`src/rtl/spi_rx_deser.sv`:
```
// SPI receive deserializer: oversamples cs/sclk/data in the clk domain, rebuilds
// MSB-first DATA_W-bit frames and hands each word over through a one-word valid/ready buffer.
module spi_rx_deser #(
  parameter int DATA_W      = 16,
  parameter int SYNC_STAGES = 2
) (
  input  logic              clk,
  input  logic              reset,
  input  logic              spi_cs_l,
  input  logic              spi_sclk,
  input  logic              spi_data,
  output logic [DATA_W-1:0] rx_data,
  output logic              rx_valid,
  input  logic              rx_ready,
  output logic              rx_overrun,
  output logic              frame_err,
  output logic [4:0]        bit_count
);

  typedef enum logic [1:0] {
    ST_RESYNC,
    ST_IDLE,
    ST_SHIFT,
    ST_DONE
  } state_t;

  localparam logic [4:0] LAST_BIT = 5'(DATA_W - 1);
  localparam logic [1:0] FILL_MAX = 2'(SYNC_STAGES);

  logic s_cs;
  logic s_sclk;
  logic s_data;

  // Synchronizer packs {cs, sclk, data} per stage; idle value is cs=1, sclk=0, data=0.
  if (SYNC_STAGES == 0) begin : g_nosync
    assign s_cs   = spi_cs_l;
    assign s_sclk = spi_sclk;
    assign s_data = spi_data;
  end else begin : g_sync
    logic [2:0] sync_q [SYNC_STAGES];
    logic [2:0] sync_d [SYNC_STAGES];

    always_comb begin
      sync_d[0] = {spi_cs_l, spi_sclk, spi_data};
      for (int i = 1; i < SYNC_STAGES; i++) begin
        sync_d[i] = sync_q[i-1];
      end
    end

    always_ff @(posedge clk) begin
      if (!reset) begin
        for (int i = 0; i < SYNC_STAGES; i++) begin
          sync_q[i] <= 3'b100;
        end
      end else begin
        sync_q <= sync_d;
      end
    end

    assign s_cs   = sync_q[SYNC_STAGES-1][2];
    assign s_sclk = sync_q[SYNC_STAGES-1][1];
    assign s_data = sync_q[SYNC_STAGES-1][0];
  end

  logic              s_sclk_d_q;
  logic              s_sclk_d_d;
  logic              rise;
  logic [1:0]        fill_q;
  logic [1:0]        fill_d;
  logic              fill_done;
  state_t            state_q;
  state_t            state_d;
  logic [4:0]        bit_cnt_q;
  logic [4:0]        bit_cnt_d;
  logic [DATA_W-2:0] shreg_q;
  logic [DATA_W-2:0] shreg_d;
  logic              word_done;
  logic              ferr_q;
  logic              ferr_d;
  logic [DATA_W-1:0] rx_data_q;
  logic [DATA_W-1:0] rx_data_d;
  logic              rx_valid_q;
  logic              rx_valid_d;
  logic              ovr_q;
  logic              ovr_d;

  assign s_sclk_d_d = s_sclk;
  assign rise       = s_sclk & ~s_sclk_d_q;

  // The synchronizer still shows reset idle values until it has been refilled from
  // the pins; trusting s_cs earlier would let a frame in progress slip past RESYNC.
  assign fill_done = (fill_q == FILL_MAX);
  assign fill_d    = fill_done ? fill_q : fill_q + 2'd1;

  always_comb begin
    state_d   = state_q;
    bit_cnt_d = bit_cnt_q;
    shreg_d   = shreg_q;
    word_done = 1'b0;
    ferr_d    = 1'b0;
    unique case (state_q)
      ST_RESYNC: begin
        bit_cnt_d = '0;
        if (s_cs && fill_done) begin
          state_d = ST_IDLE;
        end
      end
      ST_IDLE: begin
        bit_cnt_d = '0;
        shreg_d   = '0;
        if (!s_cs) begin
          state_d = ST_SHIFT;
        end
      end
      ST_SHIFT: begin
        if (s_cs) begin
          state_d   = ST_IDLE;
          bit_cnt_d = '0;
          ferr_d    = (bit_cnt_q != 5'd0);
        end else if (rise) begin
          shreg_d   = {shreg_q[DATA_W-3:0], s_data};
          bit_cnt_d = bit_cnt_q + 5'd1;
          if (bit_cnt_q == LAST_BIT) begin
            word_done = 1'b1;
            state_d   = ST_DONE;
          end
        end
      end
      ST_DONE: begin
        if (s_cs) begin
          state_d   = ST_IDLE;
          bit_cnt_d = '0;
        end else if (rise) begin
          ferr_d = 1'b1;
        end
      end
      default: begin
        state_d   = ST_RESYNC;
        bit_cnt_d = '0;
      end
    endcase
  end

  // Holding register: a completed word replaces the old one only if the old one leaves now.
  always_comb begin
    rx_data_d  = rx_data_q;
    rx_valid_d = rx_valid_q;
    ovr_d      = 1'b0;
    if (word_done) begin
      if (!rx_valid_q || rx_ready) begin
        rx_data_d  = {shreg_q, s_data};
        rx_valid_d = 1'b1;
      end else begin
        ovr_d = 1'b1;
      end
    end else if (rx_valid_q && rx_ready) begin
      rx_valid_d = 1'b0;
    end
  end

  always_ff @(posedge clk) begin
    if (!reset) begin
      s_sclk_d_q <= 1'b0;
      fill_q     <= '0;
      state_q    <= ST_RESYNC;
      bit_cnt_q  <= '0;
      shreg_q    <= '0;
      ferr_q     <= 1'b0;
      rx_data_q  <= '0;
      rx_valid_q <= 1'b0;
      ovr_q      <= 1'b0;
    end else begin
      s_sclk_d_q <= s_sclk_d_d;
      fill_q     <= fill_d;
      state_q    <= state_d;
      bit_cnt_q  <= bit_cnt_d;
      shreg_q    <= shreg_d;
      ferr_q     <= ferr_d;
      rx_data_q  <= rx_data_d;
      rx_valid_q <= rx_valid_d;
      ovr_q      <= ovr_d;
    end
  end

  assign rx_data    = rx_data_q;
  assign rx_valid   = rx_valid_q;
  assign rx_overrun = ovr_q;
  assign frame_err  = ferr_q;
  assign bit_count  = bit_cnt_q;

endmodule

```
`config.mk`:
```
export PLATFORM = sky130hd
export DESIGN_NAME = spi_rx_deser
export DESIGN_NICKNAME = d
export VERILOG_FILES = /design/src/rtl/spi_rx_deser.sv
export SDC_FILE = /design/constraint.sdc
export NUM_CORES = 1
export LEC_CHECK = 0
export BUFFER_PORTS_ARGS = -buffer_cell sky130_fd_sc_hd__buf_2
export CORE_UTILIZATION = 50
export DETAILED_ROUTE_END_ITERATION = 16
export GPL_ROUTABILITY_DRIVEN = 0
export MAX_ROUTING_LAYER = met4
export PLACE_DENSITY = 0.81
export SLEW_MARGIN = 15
export SYNTH_ARGS = -nofsm -noshare
export SYNTH_HDL_FRONTEND = slang
export SYNTH_SLANG_ARGS = --single-unit
```
`constraint.sdc`:
```
create_clock -name clk -period 1.7 [get_ports clk]
set_clock_uncertainty 0.15 [all_clocks]
set_input_delay 0.255 -clock clk [delete_from_list [all_inputs] [get_ports clk]]
set_output_delay 0.255 -clock clk [all_outputs]
set_load 0.005 [all_outputs]
```
* Word level (Yosys, flattened, before mapping) *
Cells that the tools add are included.

word-level totals
  flip-flop bits (word level) = 50
  output and inout bits = 24
  word-level logic and storage cells = 69
  bits of input ports = 6

cells by class
  add/subtract/negate cells = 2
  bitwise operators = 2
  reduce and logical (&&, ||, !) cells = 15
  eq/ne operators = 13
  mux-type cells = 26

operators with widths
  cell                                                 count
  2-to-1 mux 15 bit                                    2
  one-hot mux 15 bit (2 select lines)                  1
  2-to-1 mux 5 bit                                     3
  one-hot mux 5 bit (3 select lines)                   1
  2-to-1 mux 2 bit                                     6
  2-to-1 mux 1 bit                                     11
  != test 2 bit, second input constant                 5
  one-hot mux 2 bit (4 select lines)                   1
  AND reduction 2 bit                                  4
  equality test 2 bit, second input constant           3
  != test 3 bit, second input constant                 2
  adder 5 x 1 -> 5 bit, second input constant          1
  equality test 5 x 4 -> 1 bit, second input constant  1
  AND reduction 5 bit                                  1
  nonzero test 5 bit                                   1
  nonzero test 2 bit                                   2
  AND reduction 3 bit                                  1
  adder 2 x 1 -> 2 bit, second input constant          1
  equality test 2 x 1 -> 1 bit, second input constant  1
  logical AND 1 bit                                    2
  logical NOT 2 bit                                    1
  != test 2 x 1 -> 1 bit, second input constant        1
  one-hot mux 1 bit (2 select lines)                   1
  OR reduction 2 bit                                   1
  4 further kinds                                      4

* Depth between registers and ports, before layout *
Gate-level depths: netlist of run 1.

  depth in word-level cells = 7
  depth in mapped cells = 7
  depth with buffers taken out = 7

* Worst setup path before layout of run 1 *
OpenSTA, ideal clock, no wires.

  kind = register to register
  start point = register bit_cnt_q[0] (netlist: bit_count[0])
  end point = register state_q[0]
  path buffers = 0
  slack = -57 ps
  cell stages (with the launch flop) = 8
  data arrival time = 1485 ps
  required time = 1428 ps
  cells stage by stage = dfxtp_1 ha_1 and3_1 ha_1 nand2b_1 a32oi_1 o21ai_0 o311a_1

on the way
  longest elaborated chain between the ends = 3

ends and longest elaborated chain
  element                        RTL line  source
  start: declaration             73        logic [4:0] bit_cnt_q;
  start signal: assignment       176       bit_cnt_q <= bit_cnt_d;
  equality test 5 x 4 -> 1 bit   123       if (bit_cnt_q == LAST_BIT) begin
  != test 3 bit (no line)        n/a
  AND reduction 5 bit (no line)  n/a
  end signal: assignment         175       state_q <= state_d;
  end: declaration               71        state_t state_q;

Every way passes these cells.
A chain may end at the register's enable or synchronous reset.

* Worst setup path after layout of run 1 *
  start point = register bit_cnt_q[0] (netlist: bit_count[0])
  end point = register rx_data_q[1] (netlist: rx_data[1])

on the way
  longest elaborated chain between the ends = 6

ends and longest elaborated chain
  element                        RTL line  source
  equality test 5 x 4 -> 1 bit   123
  2-to-1 mux 1 bit               123
  2-to-1 mux 1 bit               120       end else if (rise) begin
  2-to-1 mux 1 bit               116       if (s_cs) begin
  2-to-1 mux 1 bit               101       unique case (state_q)
  AND reduction 2 bit (no line)  n/a
  end signal: assignment         179       rx_data_q <= rx_data_d;
  end: declaration               80        logic [DATA_W-1:0] rx_data_q;

Every way passes these cells.

==> summary.txt, run 1 <==
Layout
  – Design Area, Final: between 0.002 and 0.003 mm²
  – Area Growth Syn to Fin: 27.8%
  – Final nets: 277
  – Filler instances: 297
  – Antenna cells: 0
  – Final Util: 68.0%
  – Share of cells above drive strength 1: 28.5%

Floorplan
  – # rows: 22
  – Io pins: 30
  – DIE AREA: 0.00424 mm²
  – Initial Util: 53.2%
  – Die Wd: 65.1 µm
  – Core Region: 0.00374 mm²
  – Chip height: 65.1 µm

Synth
  – Post-synthesis sequential area ratio: 50.3%
  – Post-Syn Instances: 217
  – Cell variety after synth: 35
  – Warnings from Yosys: 0
  – Synth Flop Type: dfxtp_1
  – Syn_nets: 232
  – FFs w/ async S/R, synth: 0%
  – Post-Syn Area: approximately 0.002 mm²
  – Flops & latches, synth: 50
  – Syn Area/Cell: approximately 9.2 µm²
  – EDFF count, synth: 0

Power and ir drop
  – Clk network pwr share: roughly 34%
  – Sw Ratio: a little over a quarter
  – Psw: between 0.6 and 0.7 mW
  – VDD IR-drop max: 794 µV
  – Internal power: between 1.5 and 2 mW
  – Leak: roughly 1.0 nW
  – Power Total: 2.61 mW
  – Comb pwr share: 18.2%
  – Pwr Density: between 1000 and 1500 mW/mm²
  – Register share of total power: 47.6%

GRT
  – First-pass GRT wire length: 6600 µm
  – Grt total ovfl: 0
  – Largest net degree at the start of global routing: 33
  – Vias in the first global route: 1479
  – Tot GR Track Use: 20.9%
  – Antenna violations before repair: 0

STA
  – Achievable Freq: 0.593 GHz
  – Slew margin rel.: 68.4%
  – Fin crit share: 99.1%
  – Worst-Margin Slew: 470 ps
  – Post-route worst setup slack: 14.6 ps
  – Final setup fails: 0
  – Final count of hold timing violations: 0
  – Clock period minus worst slack: 1690 ps
  – Total Neg Setup Slack: 0 ps
  – Final Max Slew Viols: 0

Placed design
  – Worst slack, placed: -17.9 ps
  – Port bufs: 29
  – DPL Wire Length: 2560 µm
  – Post-Place Cell Area: 0.00224 mm²

Worst setup path
  – Worst setup SP type: flop
  – Crit-path leading delay family: flip-flops
  – R2r setup slk: between 10 and 15 ps
  – Crit path buf inv count: 2
  – Slowest cell delay on critical path: 360 ps
  – Crit. End Element: flop
  – Critical Path Fanout Max: 16
  – R2R depth: 7
  – Worst setup endpoint: rx_data[1]
  – R2r endpoint: rx_data[1]
  – Crit. Startpoint: bit_count[0]
  – Crit path cell chain: ha_4 > and3_4 > ha_4 > buf_6 > nand3_4 > clkbuf_16 > o21ai_1
  – CP Class: flop to flop
  – Worst Path Required: 1790 ps
  – Crit path max-delay cell type: dfxtp_2
  – Critical Path AT: about 1800 ps
  – Crit. path cell count: 7
  – Crit-path most repeated cell: ha_4
  – Reg2Reg Launch Point: bit_count[0]

Detailed routing
  – Initial DRC Count: 116
  – DRC Markers: 0
  – Final wirelength: 4650 µm
  – Vias: 1702
  – Drt first pass iters: 4
  – Avg WL per Cell: 15.0 µm
  – DR vias/cell: 5.47
  – Post-DRT Antenna Nets: 0

Status
  – Status: finished clean

Worst hold path
  – Hold path depth: 2
  – Worst hold path class: primary input to flop

CTS
  – Max clock buf depth: 2
  – Htree depth: 2
  – Num CTS Buffers: 5
  – CTS tree: done
  – CTS Sinks: 50
  – CTS clock-pin slew for the worst setup and hold paths: 90 ps
  – Clock Tree Root: clkbuf_8
  – Worst skew pair latency: 310 ps

Job
  – Maximum Capacitance Violations: 0
-- state kept, by name (all words and copies together), names as in the netlist --
signal	cells
g_sync.sync_q	3
shreg_q	15
frame_err	1
fill_q	2
s_sclk_d_q	1
rx_overrun	1
g_sync.sync_d	3
state_q	2
bit_count	5
rx_data	16
rx_valid	1
-- synth_stat cells, types with 2 or more instances --
library cell	instances	share of area, %
nor2_1	25	4.7
inv_1	12	2.3
and3_1	2	0.63
clkbuf_1	6	1.1
xor2_1	3	1.3
nand3_1	17	4.3
nand2b_1	7	2.2
a32oi_1	2	0.88
o211ai_1	3	1.1
nand2_1	19	3.6
and2_1	5	1.6
buf_2	3	0.75
o21ai_1	17	4.3
a21oi_1	3	0.75
dfxtp_1	50	50
a22oi_1	15	5.7
ha_1	9	5.7
nand3_2	2	1.0
-- layout by cell type, fill, tap and decap left out, types with 11 or more instances in the layout --
master / count
a22oi_1: 15
buf_2: 29
buf_4: 16
dfxtp_1: 47
inv_1: 11
nand2_1: 19
nand3_1: 17
nor2_1: 25
o21ai_1: 18
-- cell type report --
| class | count | area [µm²] | share of cell area [%] |
|---|---|---|---|
| sequential | 50 | 1000 | 39.5 |
| tap | 48 | 60.1 | 2.36 |
| clock buffer | 6 | 82.6 | 3.24 |
| multi-input combinational | 142 | 947 | 37.2 |
| clock inverter | 2 | 38.8 | 1.52 |
| timing repair buffer | 51 | 367 | 14.4 |
| inverter | 12 | 45.0 | 1.77 |
-- worst register-to-register path, delay by kind of cell (launching register included) --
| family | cells | cell delay, ps |
|---|---|---|
| buffers and inverters | 2 | 310 |
| AND/OR/NAND/NOR | 2 | 310 |
| flip-flops | 1 | 360 |
| adder cells (fa/ha/maj) | 2 | 280 |
| AO/OA/AOI/OAI | 1 | 190 |
-- power groups by stage --
stage / Clock [mW] / Sequential [mW] / Combinational, mW
after floorplan: 0 / 1.27 / 0.311
after global placement: 0 / 1.26 / 0.367
after detailed placement: 0 / 1.27 / 0.374
after CTS: 0.900 / 1.24 / 0.413
after global routing: 0.957 / 1.25 / 0.518
final: 0.894 / 1.24 / 0.476
-- metrics by stage --
stage | hold WS [ps] | instances
after global placement | 239 | 294
after CTS | 2.67 | 307
final | 7.06 | 311
after detailed placement | 246 | 294
after floorplan | 206 | 217
after global routing | 1.08 | 311
-- per-layer routing --
metal / GRT usage, % / wire length, µm / vias up / share of wire [%]
li1: - / - / 828 / -
met1: 26.1 / 2010 / 807 / 43
met2: 32.7 / 2330 / 57 / 50
met3: 4.86 / 218 / 10 / 4.7
met4: 8.42 / 97 / 0 / 2.1
met5: - / 0 / - / 0
-- repair_timing --
| item | 4_1_cts | 5_1_grt |
|---|---|---|
| endpoints found under the setup margin | 25 | 29 |
| buffers inserted | 4 | 1 |
| hold buffers | 1 | 1 |
| gates resized for setup | 5 | 9 |
| pin swaps | 4 | 2 |
| endpoints found under the hold margin | 1 | 1 |
| gates cloned | 0 | 2 |
-- cells by family (layout without fill, tap and decap cells) --
family / Yosys count / count (layout) / share of synthesized area, %
compound gates: 45 / 45 / 15.0
xor+xnor: 3 / 3 / 1.32
buf+inv: 25 / 71 / 6.03
simple gates: 84 / 84 / 21.2
fa+ha+maj: 9 / 9 / 5.65
flops: 50 / 50 / 50.3
mux: 1 / 1 / 0.503
-- worst min path at each step --
stage                                start  slack, ps          endpoint
final                             spi_data          7  g_sync.sync_d[0]
after global routing              spi_data          1  g_sync.sync_d[0]
after CTS                         spi_sclk          3  g_sync.sync_d[1]
after detailed placement  g_sync.sync_d[2]        250  g_sync.sync_q[2]
after global placement    g_sync.sync_d[2]        240  g_sync.sync_q[2]
after floorplan                   spi_cs_l        210  g_sync.sync_d[2]
Power figures use the tool's default switching activity.
==> run 2, diff against run 1 <==
Settings changed: ABC_CLOCK_PERIOD_IN_PS set to 1700, CORE_MARGIN set to 2.
==> summary.txt, run 2 (synthesis results as in run 1) <==
Status
  – Status: finished clean (unchanged)

GRT
  – First-pass GRT wire length: 6290 µm (was 6600 µm)
  – Gr busiest metal: met2 (unchanged)
  – Tot GR Track Use: 19.5% (was 20.9%)
  – Vias in the first global route: 1378 (was 1479)
  – GR Layer Usage met1: 23.5% (was 26.1%)
  – Antenna violations before repair: 0 (unchanged)
  – GR met2 Demand/Resource: 29.5% (was 32.7%)
  – Largest net degree at the start of global routing: 33 (unchanged)
  – Grt total ovfl: 0 (unchanged)
  – Met3 Track Usage GR: 6.25% (was 4.86%)

CTS
  – CTS Sinks: 50 (unchanged)
  – Num CTS Buffers: 5 (unchanged)
  – Max clock buf depth: 2 (unchanged)
  – Worst skew pair latency: 310 ps (about the same)
  – Clock Tree Root: clkbuf_8 (unchanged)
  – Htree depth: 2 (unchanged)
  – CTS clock-pin slew for the worst setup and hold paths: 80 ps (was 90 ps)
  – CTS tree: done (unchanged)

Floorplan
  – DIE AREA: 0.00450 mm² (was 0.00424 mm²)
  – # rows: 22 (unchanged)
  – Core Region: 0.00374 mm² (unchanged)
  – Die Wd: 67.1 µm (was 65.1 µm)
  – Initial Util: 53.2% (unchanged)
  – Chip height: 67.1 µm (was 65.1 µm)
  – Io pins: 30 (unchanged)

Worst setup path
  – CP Class: flop to flop (unchanged)
  – Worst setup SP type: flop (unchanged)
  – Crit. End Element: flop (unchanged)
  – Critical Path AT: 1690 ps (was 1770 ps)
  – Critical Path Fanout Max: 3 (was 16)
  – Worst Path Required: 1750 ps (was 1790 ps)

Layout
  – Design Area, Final: 0.00255 mm² (was 0.00254 mm²)
  – Commonest non-fill, non-tap cell in the layout: dfxtp_1 (unchanged)
  – Number of flip-flops in the largest register: 16 (unchanged)
  – Antenna cells: 0 (unchanged)
  – Final Util: 68.2% (was 68.0%)
  – Final nets: 276 (was 277)
  – Fin cells: 309 (was 311)
  – Share of cells above drive strength 1: 29.9% (was 28.5%)
  – Commonest cells after routing, fill and taps aside: dfxtp_1, buf_2, nor2_1 (unchanged)
  – Area Growth Syn to Fin: 28.2% (was 27.8%)

Job
  – Maximum Capacitance Violations: 0 (unchanged)

STA
  – Slew margin rel.: 76.7% (was 68.4%)
  – Post-route worst setup slack: 60.4 ps (was 14.6 ps)
  – Worst-Margin Slew: 349 ps (was 470 ps)
  – Total Neg Setup Slack: 0 ps (unchanged)
  – Final count of hold timing violations: 0 (unchanged)
  – Worst hold slack: 163 ps (was 7.06 ps)
  – Final setup fails: 0 (unchanged)
  – Fin crit share: 96.4% (was 99.1%)
  – Clock period minus worst slack: 1640 ps (was 1690 ps)
  – Final Max Slew Viols: 0 (unchanged)
  – Achievable Freq: 0.610 GHz (was 0.593 GHz)

Placed design
  – Post-Place Cell Area: 0.00224 mm² (unchanged)
  – Placed insts: 294 (unchanged)
  – Port bufs: 29 (unchanged)
  – Worst slack, placed: -11.7 ps (was -17.9 ps)
  – DPL Wire Length: 2600 µm (was 2560 µm)

Worst hold path
  – Worst hold path class: primary input to flop (unchanged)

Detailed routing
  – Vias: 1664 (was 1702)
  – DR vias/cell: 5.39 (was 5.47)
  – DRC Markers: 0 (unchanged)
  – Post-DRT Antenna Nets: 0 (unchanged)
  – Avg WL per Cell: 13.8 µm (was 15.0 µm)
  – Final wirelength: 4260 µm (was 4650 µm)
  – Initial DRC Count: 115 (was 116)
  – Drt first pass iters: 5 (was 4)

Power and ir drop
  – VDD IR-drop max: 1040 µV (was 794 µV)
  – Pwr Density: 1000 mW/mm² (was 1030 mW/mm²)
  – Leak: 1.04 nW (was 1.02 nW)
  – Power Total: 2.56 mW (was 2.61 mW)
[run 2: changes by cell type in the layout (fill, tap and decap cells not counted), moves of 2 or more]
| cell | delta |
|---|---|
| dfxtp_2 | +2 |
| o21ai_1 | -2 |
| dfxtp_1 | -2 |
| buf_4 | -3 |
| o21ai_2 | +2 |
[run 2: timing repair]
item	4_1_cts	5_1_grt
resized for setup	5	15
hold endpoints to repair	2	1
buffers inserted	4	0
hold buffers	2	1
pin swaps	4	3
endpoints found under the setup margin	11	24
cloned	0	2
[run 2: power breakdown]
group,leakage [nW],internal (mW),switching [mW]
logic,0.574,0.231,0.260
clock network,0.0542,0.433,0.389
registers,0.407,1.21,0.0274
[run 2: worst paths after layout]
check	startpoint	slack, ps	to	cells past startpoint
max	bit_count[1]	60	state_q[0]	7
min	rx_ready	160	rx_overrun	3
max reg2reg	bit_count[1]	60	state_q[0]	7
min reg2reg	g_sync.sync_d[2]	260	g_sync.sync_q[2]	1
[run 2: critical path, cell delays in order, from the launching register on]
cell,delay [ps]
dfxtp_2,350
ha_4,160
and3_4,180
ha_4,150
nand2b_4,140
a32oi_4,190
o21ai_1,90
o311a_1,130
[run 2: routing by layer]
layer	vias up	routed length, µm
li1	826	-
met1	785	1980
met2	47	1990
met3	6	223
met4	0	67
met5	-	0
[run 2: area by class of cell]
| cell class | count | area [µm²] |
|---|---|---|
| fill | 316 | 1190 |
| sequential | 50 | 1010 |
| multi-input combinational | 142 | 960 |
| timing repair buffer | 50 | 374 |
| clock buffer | 5 | 68.8 |
| tap | 48 | 60.1 |
| inverter | 12 | 45.0 |
| clock inverter | 2 | 38.8 |
